<file path="config.mk">
export PLATFORM = sky130hd
export DESIGN_NAME = inst_encoder_flat
export DESIGN_NICKNAME = d
export VERILOG_FILES = /design/src/rtl/inst_encoder_if.sv /design/src/rtl/inst_encoder.sv /design/src/flat_wrapper.sv
export SDC_FILE = /design/constraint.sdc
export NUM_CORES = 1
export LEC_CHECK = 0
export ABC_AREA = 1
export CORE_MARGIN = 3
export CORE_UTILIZATION = 33
export CTS_BUF_LIST = sky130_fd_sc_hd__clkbuf_4 sky130_fd_sc_hd__clkbuf_8
export DETAILED_ROUTE_END_ITERATION = 8
export PLACE_DENSITY = 0.66
export SLEW_MARGIN = 20
export SYNTH_ARGS = -nofsm -noshare
export SYNTH_HDL_FRONTEND = slang
export SYNTH_SLANG_ARGS = --single-unit
</file>
<file path="constraint.sdc">
create_clock -name clk -period 3.52 [get_ports clk]
set_clock_uncertainty 0.05 [all_clocks]
set_input_delay 0.88 -clock clk [delete_from_list [all_inputs] [get_ports clk]]
set_output_delay 0.88 -clock clk [all_outputs]
set_load 0.005 [all_outputs]
</file>
<file path="src/rtl/inst_encoder_if.sv">
// Loader-side bundle and instruction-memory write port of the RV32I instruction encoder.
// The master drives everything the encoder consumes; the slave is the encoder itself.
interface inst_encoder_if #(
    parameter int unsigned ADDR_W = 8
);
    logic              start;
    logic              in_valid;
    logic              in_ready;
    logic [2:0]        op;
    logic [4:0]        rd;
    logic [4:0]        rs1;
    logic [4:0]        rs2;
    logic [31:0]       imm;
    logic              wr_en;
    logic              wr_ready;
    logic [ADDR_W-1:0] wr_addr;
    logic [31:0]       wr_data;
    logic [ADDR_W-2:0] count;
    logic              full;
    logic              err;

    modport master (
        output start, in_valid, op, rd, rs1, rs2, imm, wr_ready,
        input  in_ready, wr_en, wr_addr, wr_data, count, full, err
    );

    modport slave (
        input  start, in_valid, op, rd, rs1, rs2, imm, wr_ready,
        output in_ready, wr_en, wr_addr, wr_data, count, full, err
    );
endinterface

</file>
<file path="src/rtl/inst_encoder.sv">
// Encodes RV32I field bundles into machine words and streams them to consecutive
// instruction-memory words through a single-entry output register with backpressure.
module inst_encoder #(
    parameter int unsigned ADDR_W = 8
) (
    input  logic           clk,
    input  logic           reset,
    inst_encoder_if.slave  bus
);
    localparam int unsigned CNT_W = ADDR_W - 1;
    localparam int unsigned IDX_W = ADDR_W - 2;
    localparam logic [CNT_W-1:0] CAPACITY = {1'b1, {IDX_W{1'b0}}};

    localparam logic [2:0] OP_ADD  = 3'd0;
    localparam logic [2:0] OP_SUB  = 3'd1;
    localparam logic [2:0] OP_AND  = 3'd2;
    localparam logic [2:0] OP_OR   = 3'd3;
    localparam logic [2:0] OP_BEQ  = 3'd4;
    localparam logic [2:0] OP_ADDI = 3'd5;
    localparam logic [2:0] OP_LW   = 3'd6;
    localparam logic [2:0] OP_SW   = 3'd7;

    localparam logic [6:0] OPC_R    = 7'b0110011;
    localparam logic [6:0] OPC_BR   = 7'b1100011;
    localparam logic [6:0] OPC_IMM  = 7'b0010011;
    localparam logic [6:0] OPC_LOAD = 7'b0000011;
    localparam logic [6:0] OPC_STOR = 7'b0100011;

    typedef enum logic [1:0] {
        IDLE = 2'd0,
        RUN  = 2'd1,
        FULL = 2'd2
    } state_e;

    state_e            state_q, state_d;
    logic [CNT_W-1:0]  count_q, count_d;
    logic              err_q, err_d;
    logic              wr_en_q, wr_en_d;
    logic [ADDR_W-1:0] wr_addr_q, wr_addr_d;
    logic [31:0]       wr_data_q, wr_data_d;

    logic signed [31:0] imm_s;
    logic [31:0]        enc_c;
    logic               legal_c;
    logic               in_ready_c;

    assign imm_s = $signed(bus.imm);

    // Field packing and immediate range check for the current bundle
    always_comb begin : encode
        legal_c = 1'b1;
        enc_c   = '0;
        unique case (bus.op)
            OP_ADD:  enc_c = {7'b0000000, bus.rs2, bus.rs1, 3'b000, bus.rd, OPC_R};
            OP_SUB:  enc_c = {7'b0100000, bus.rs2, bus.rs1, 3'b000, bus.rd, OPC_R};
            OP_AND:  enc_c = {7'b0000000, bus.rs2, bus.rs1, 3'b111, bus.rd, OPC_R};
            OP_OR:   enc_c = {7'b0000000, bus.rs2, bus.rs1, 3'b110, bus.rd, OPC_R};
            OP_BEQ: begin
                enc_c   = {bus.imm[12], bus.imm[10:5], bus.rs2, bus.rs1, 3'b000,
                           bus.imm[4:1], bus.imm[11], OPC_BR};
                legal_c = (imm_s >= -32'sd4096) && (imm_s <= 32'sd4094) && !bus.imm[0];
            end
            OP_ADDI: begin
                enc_c   = {bus.imm[11:0], bus.rs1, 3'b000, bus.rd, OPC_IMM};
                legal_c = (imm_s >= -32'sd2048) && (imm_s <= 32'sd2047);
            end
            OP_LW: begin
                enc_c   = {bus.imm[11:0], bus.rs1, 3'b010, bus.rd, OPC_LOAD};
                legal_c = (imm_s >= -32'sd2048) && (imm_s <= 32'sd2047);
            end
            OP_SW: begin
                enc_c   = {bus.imm[11:5], bus.rs2, bus.rs1, 3'b010, bus.imm[4:0], OPC_STOR};
                legal_c = (imm_s >= -32'sd2048) && (imm_s <= 32'sd2047);
            end
            default: enc_c = '0;
        endcase
    end

    // Next-state: accept, retire, capacity tracking; start overrides everything
    always_comb begin : next_state
        state_d    = state_q;
        count_d    = count_q;
        err_d      = err_q;
        wr_en_d    = wr_en_q;
        wr_addr_d  = wr_addr_q;
        wr_data_d  = wr_data_q;
        in_ready_c = 1'b0;

        if (wr_en_q && bus.wr_ready) begin
            wr_en_d = 1'b0;
        end

        unique case (state_q)
            RUN: begin
                in_ready_c = (count_q < CAPACITY) && (!wr_en_q || bus.wr_ready) && !bus.start;
                if (bus.in_valid && in_ready_c) begin
                    if (legal_c) begin
                        wr_en_d   = 1'b1;
                        wr_addr_d = {count_q[IDX_W-1:0], 2'b00};
                        wr_data_d = enc_c;
                        count_d   = count_q + CNT_W'(1);
                    end else begin
                        err_d = 1'b1;
                    end
                end
                // Full as soon as the last word has left the output register
                if ((count_d == CAPACITY) && !wr_en_d) begin
                    state_d = FULL;
                end
            end
            default: ;
        endcase

        if (bus.start) begin
            state_d = RUN;
            count_d = '0;
            err_d   = 1'b0;
            wr_en_d = 1'b0;
        end
    end

    always_ff @(posedge clk or posedge reset) begin
        if (reset) begin
            state_q   <= IDLE;
            count_q   <= '0;
            err_q     <= 1'b0;
            wr_en_q   <= 1'b0;
            wr_addr_q <= '0;
            wr_data_q <= '0;
        end else begin
            state_q   <= state_d;
            count_q   <= count_d;
            err_q     <= err_d;
            wr_en_q   <= wr_en_d;
            wr_addr_q <= wr_addr_d;
            wr_data_q <= wr_data_d;
        end
    end

    assign bus.in_ready = in_ready_c;
    assign bus.wr_en    = wr_en_q;
    assign bus.wr_addr  = wr_addr_q;
    assign bus.wr_data  = wr_data_q;
    assign bus.count    = count_q;
    assign bus.full     = (state_q == FULL);
    assign bus.err      = err_q;
endmodule

</file>
<file path="src/flat_wrapper.sv">
// flat-port wrapper written by rule: the top's interface ports become plain ports
module inst_encoder_flat 
#(
    parameter int unsigned ADDR_W = 8
)
  (clk, reset, bus_start, bus_in_valid, bus_op, bus_rd, bus_rs1, bus_rs2, bus_imm, bus_wr_ready, bus_in_ready, bus_wr_en, bus_wr_addr, bus_wr_data, bus_count, bus_full, bus_err);
  inst_encoder_if #(.ADDR_W(ADDR_W)) bus_i ();
  input  logic clk;
  input  logic reset;
  input wire logic [$bits(bus_i.start)-1:0] bus_start;
  input wire logic [$bits(bus_i.in_valid)-1:0] bus_in_valid;
  input wire logic [$bits(bus_i.op)-1:0] bus_op;
  input wire logic [$bits(bus_i.rd)-1:0] bus_rd;
  input wire logic [$bits(bus_i.rs1)-1:0] bus_rs1;
  input wire logic [$bits(bus_i.rs2)-1:0] bus_rs2;
  input wire logic [$bits(bus_i.imm)-1:0] bus_imm;
  input wire logic [$bits(bus_i.wr_ready)-1:0] bus_wr_ready;
  output wire logic [$bits(bus_i.in_ready)-1:0] bus_in_ready;
  output wire logic [$bits(bus_i.wr_en)-1:0] bus_wr_en;
  output wire logic [$bits(bus_i.wr_addr)-1:0] bus_wr_addr;
  output wire logic [$bits(bus_i.wr_data)-1:0] bus_wr_data;
  output wire logic [$bits(bus_i.count)-1:0] bus_count;
  output wire logic [$bits(bus_i.full)-1:0] bus_full;
  output wire logic [$bits(bus_i.err)-1:0] bus_err;
  assign bus_i.start = bus_start;
  assign bus_i.in_valid = bus_in_valid;
  assign bus_i.op = bus_op;
  assign bus_i.rd = bus_rd;
  assign bus_i.rs1 = bus_rs1;
  assign bus_i.rs2 = bus_rs2;
  assign bus_i.imm = bus_imm;
  assign bus_i.wr_ready = bus_wr_ready;
  assign bus_in_ready = bus_i.in_ready;
  assign bus_wr_en = bus_i.wr_en;
  assign bus_wr_addr = bus_i.wr_addr;
  assign bus_wr_data = bus_i.wr_data;
  assign bus_count = bus_i.count;
  assign bus_full = bus_i.full;
  assign bus_err = bus_i.err;
  inst_encoder #(.ADDR_W(ADDR_W)) u_core (.clk(clk), .reset(reset), .bus(bus_i));
endmodule
</file>
==> flow_metrics.tcl <==
set metrics [dict create \
    core_region_area_um2 6870 \
    antenna_found_initial 0 \
    p_sw_mw 0.333 \
    drt-pass1-iter-count 4 \
    synth_common_cells "nand2_1, dfrtp_1, nor2_1, inv_1" \
    drt_iter0_drc 66 \
    crit_buf_inv 3 \
    num_rows 30 \
    synth_ff_type "dfrtp_1" \
    ios 106 \
    crit_path_start_kind "primary input" \
    critPathKind "primary input to output port" \
    drv_cap 0 \
    fmax_mhz 322 \
    grt_usage 0.156 \
    die_h_um 90.5 \
    syn-cell-area_um2 2360 \
    postCtsHoldBufs 0 \
    vias 2351 \
    timing.final.max_slew_violations 0 \
    critPathTopFamily "buffers and inverters" \
    htreeDepth 2 \
    maxSlewHeadroom 0.365 \
    first_global_vias 2241 \
    combPwrFrac 0.238 \
    fillers 675 \
    rr_endpoint "u_core.state_q[0]$_DFFE_PP0P_" \
    reg2reg_depth 8 \
    grt_overflow 0 \
    cts.reportedPaths.clkPinSlew_ps 90 \
    yosysTopAreaCell "dfrtp_1" \
    powerDensity_nw_per_um2 372 \
    cts-buffers-inserted 5 \
    placedInstanceArea_um2 3430 \
    fin_crit_ps 3110 \
    initial_core_util 0.343 \
    clock_sinks 46 \
    viasPerCell 4.65 \
    drt-wirelength-per-cell_um 12.8 \
    design.die.area_um2 8190 \
    grt_pass1_wl_mm 10.5 \
    setup_viol_count_final 0 \
    synth_top_area_share 0.488 \
    seq_power_share 0.467 \
    grt_max_degree 47 \
    clkLatencyLatePin_ps 290 \
    postCtsResizedCells 0 \
    status "complete, no violations" \
    leakage_nw 1.60 \
    n_antenna_cell 0 \
    area.growth.synth_to_final_pct 50.3 \
    sw_frac_of_total 0.253 \
    fin_total_pwr_mw 1.32 \
    worst-slew-pin-transition_ps 952 \
    cts_tree "built" \
    path_cells "clkdlybuf4s50_1, inv_1, nand2_1, nand3_1, nor2_1, clkdlybuf4s50_1" \
    ys_seq_area_frac 0.488 \
    nNetsFinal 465 \
    yosysMostFrequentCell "nand2_1" \
    cp_common_cell "clkdlybuf4s50_1" \
    antenna_left 0 \
    crit_required_ps 2590 \
    ys_ff_latch 46 \
    clockPowerShare 0.295 \
    final_hold_viol_count 0 \
    async_flop_share 1.00 \
    clock_path_buffers 2 \
    fin_setup_tns_ps 0 \
    die_w_um 90.5 \
    internal-power_mw 0.986 \
    final_area_um2 3540 \
    ys_warn_count 0 \
    end_kind "output port" \
    dp_hpwl_mm 5.04 \
    grt_setup_unrepaired "no" \
    port_buffers 101 \
    synth_edf_count 0 \
    critPathLaunch "bus_wr_ready" \
    root_buffer "clkbuf_8" \
    netlist_instances 308 \
    drc 0 \
    gp_congestion 0.902 \
    r2r_slack_ps 1640 \
    vdd_ir_drop_max_mv 0.210 \
    finalCritPeriodShare 0.883 \
    slowest_delay_ps 500 \
    critPathSlowestCell "clkdlybuf4s50_1" \
    hp-start "u_core.bus.wr_data[5]$_DFFE_PP0P_" \
    synth.area.top_cells "dfrtp_1, nand2_1, nor2_1" \
    critPathMaxFanout 4 \
    holdPathEnd "u_core.bus.wr_data[5]$_DFFE_PP0P_" \
    routed_wl_mm 6.46 \
    drive_above_1_share 0.0537 \
    crit_arrival_ps 2180 \
    worstHoldPathType "register to register" \
    whs_path_depth 2 \
    cts_setup_buffers 0 \
    rr_startpoint "u_core.bus.wr_en$_DFF_PP0_" \
    synth.distinct_cells 28 \
    syn_avg_cell_area_um2 7.65 \
]
-- cell usage in the layout, fill, tap and decap left out --
cell and instances:
o221ai_1 1, o22ai_1 4, ha_1 1, conb_1 4, buf_4 2, nor3_1 1, inv_1 22, nand2_2 2
nand2_4 1, o31ai_1 1, or2_2 1, clkinv_2 1, o21ai_0 10, a21oi_1 4, inv_2 4, nor2_4 1
dfrtp_1 46, clkbuf_8 5, nand3_1 17, o21ai_1 17, and2_1 2, clkdlybuf4s50_1 101, nand2_1 106, a21oi_2 1
nor4_2 1, a31oi_1 5, nand4_1 10, nor2_1 36, inv_6 1, bufinv_16 1, buf_12 1
-- layout make-up --
type / count / area (um2) / share of cell area
Clock buffer: 5 / 68.8 / 0.0194
Timing Repair Buffer: 104 / 1050 / 0.295
Clock inverter: 3 / 43.8 / 0.0124
Tap cell: 96 / 120 / 0.0339
Sequential cell: 46 / 1150 / 0.325
Inverter: 26 / 97.6 / 0.0275
Multi-Input combinational cell: 226 / 1020 / 0.287
-- state kept, by name (all words and copies together) (netlist names) --
register and count:
u_core.bus.wr_data 29, u_core.bus.count 7, u_core.bus.wr_addr 6, u_core.state_q 2, u_core.bus.err 1, u_core.bus.wr_en 1
-- metal layers --
metal	wire length, um	track usage
met2	3230	0.267
met3	408	0.0400
met4	30	0.0383
met5	0	0
met1	2790	0.197
-- cell families (layout without fill, tap and decap cells) --
logic type                 after synthesis  after routing  share of synthesized area
other                                    1              4                    0.00159
buffers and inverters                   39            138                     0.0855
adders and majority gates                1              1                    0.00531
and+or+nand+nor                        178            178                      0.319
AOI/OAI and AO/OA                       43             43                      0.100
DFF                                     46             46                      0.488
-- power by group through the flow --
| stage | Clock, mW | Combinational [mW] | Sequential, mW |
|---|---|---|---|
| after global routing | 0.423 | 0.347 | 0.625 |
| after detailed placement | 0 | 0.319 | 0.627 |
| after global placement | 0 | 0.316 | 0.625 |
| after floorplan | 0 | 0.106 | 0.629 |
| after CTS | 0.403 | 0.320 | 0.617 |
| final | 0.389 | 0.314 | 0.616 |
-- tightest hold or removal path, cell delays in order (launching register included) --
cell and delay (ps):
dfrtp_1 350, nand2_1 50, nand2_1 50
-- worst max path at each step --
stage | end | slack [ps] | cells past startpoint
2_1_floorplan | u_core.bus.count[2]$_DFFE_PP0P_ | 1360 | 14
3_3_place_gp | bus_in_ready | 460 | 5
3_5_place_dp | bus_in_ready | 430 | 6
4_1_cts | bus_in_ready | 420 | 6
5_1_grt | bus_in_ready | 330 | 6
6_report | bus_in_ready | 410 | 6
-- stage by stage --
stage,worst slack (ps),utilization,instances,hold slack [ps]
floorplan,1360,-,311,415
global placement,455,0.499,498,405
detailed placement,428,0.499,498,412
CTS,417,0.516,506,435
global route,326,0.516,506,463
finish,411,0.516,506,428
No activity file was read; power rests on OpenSTA's default activity.
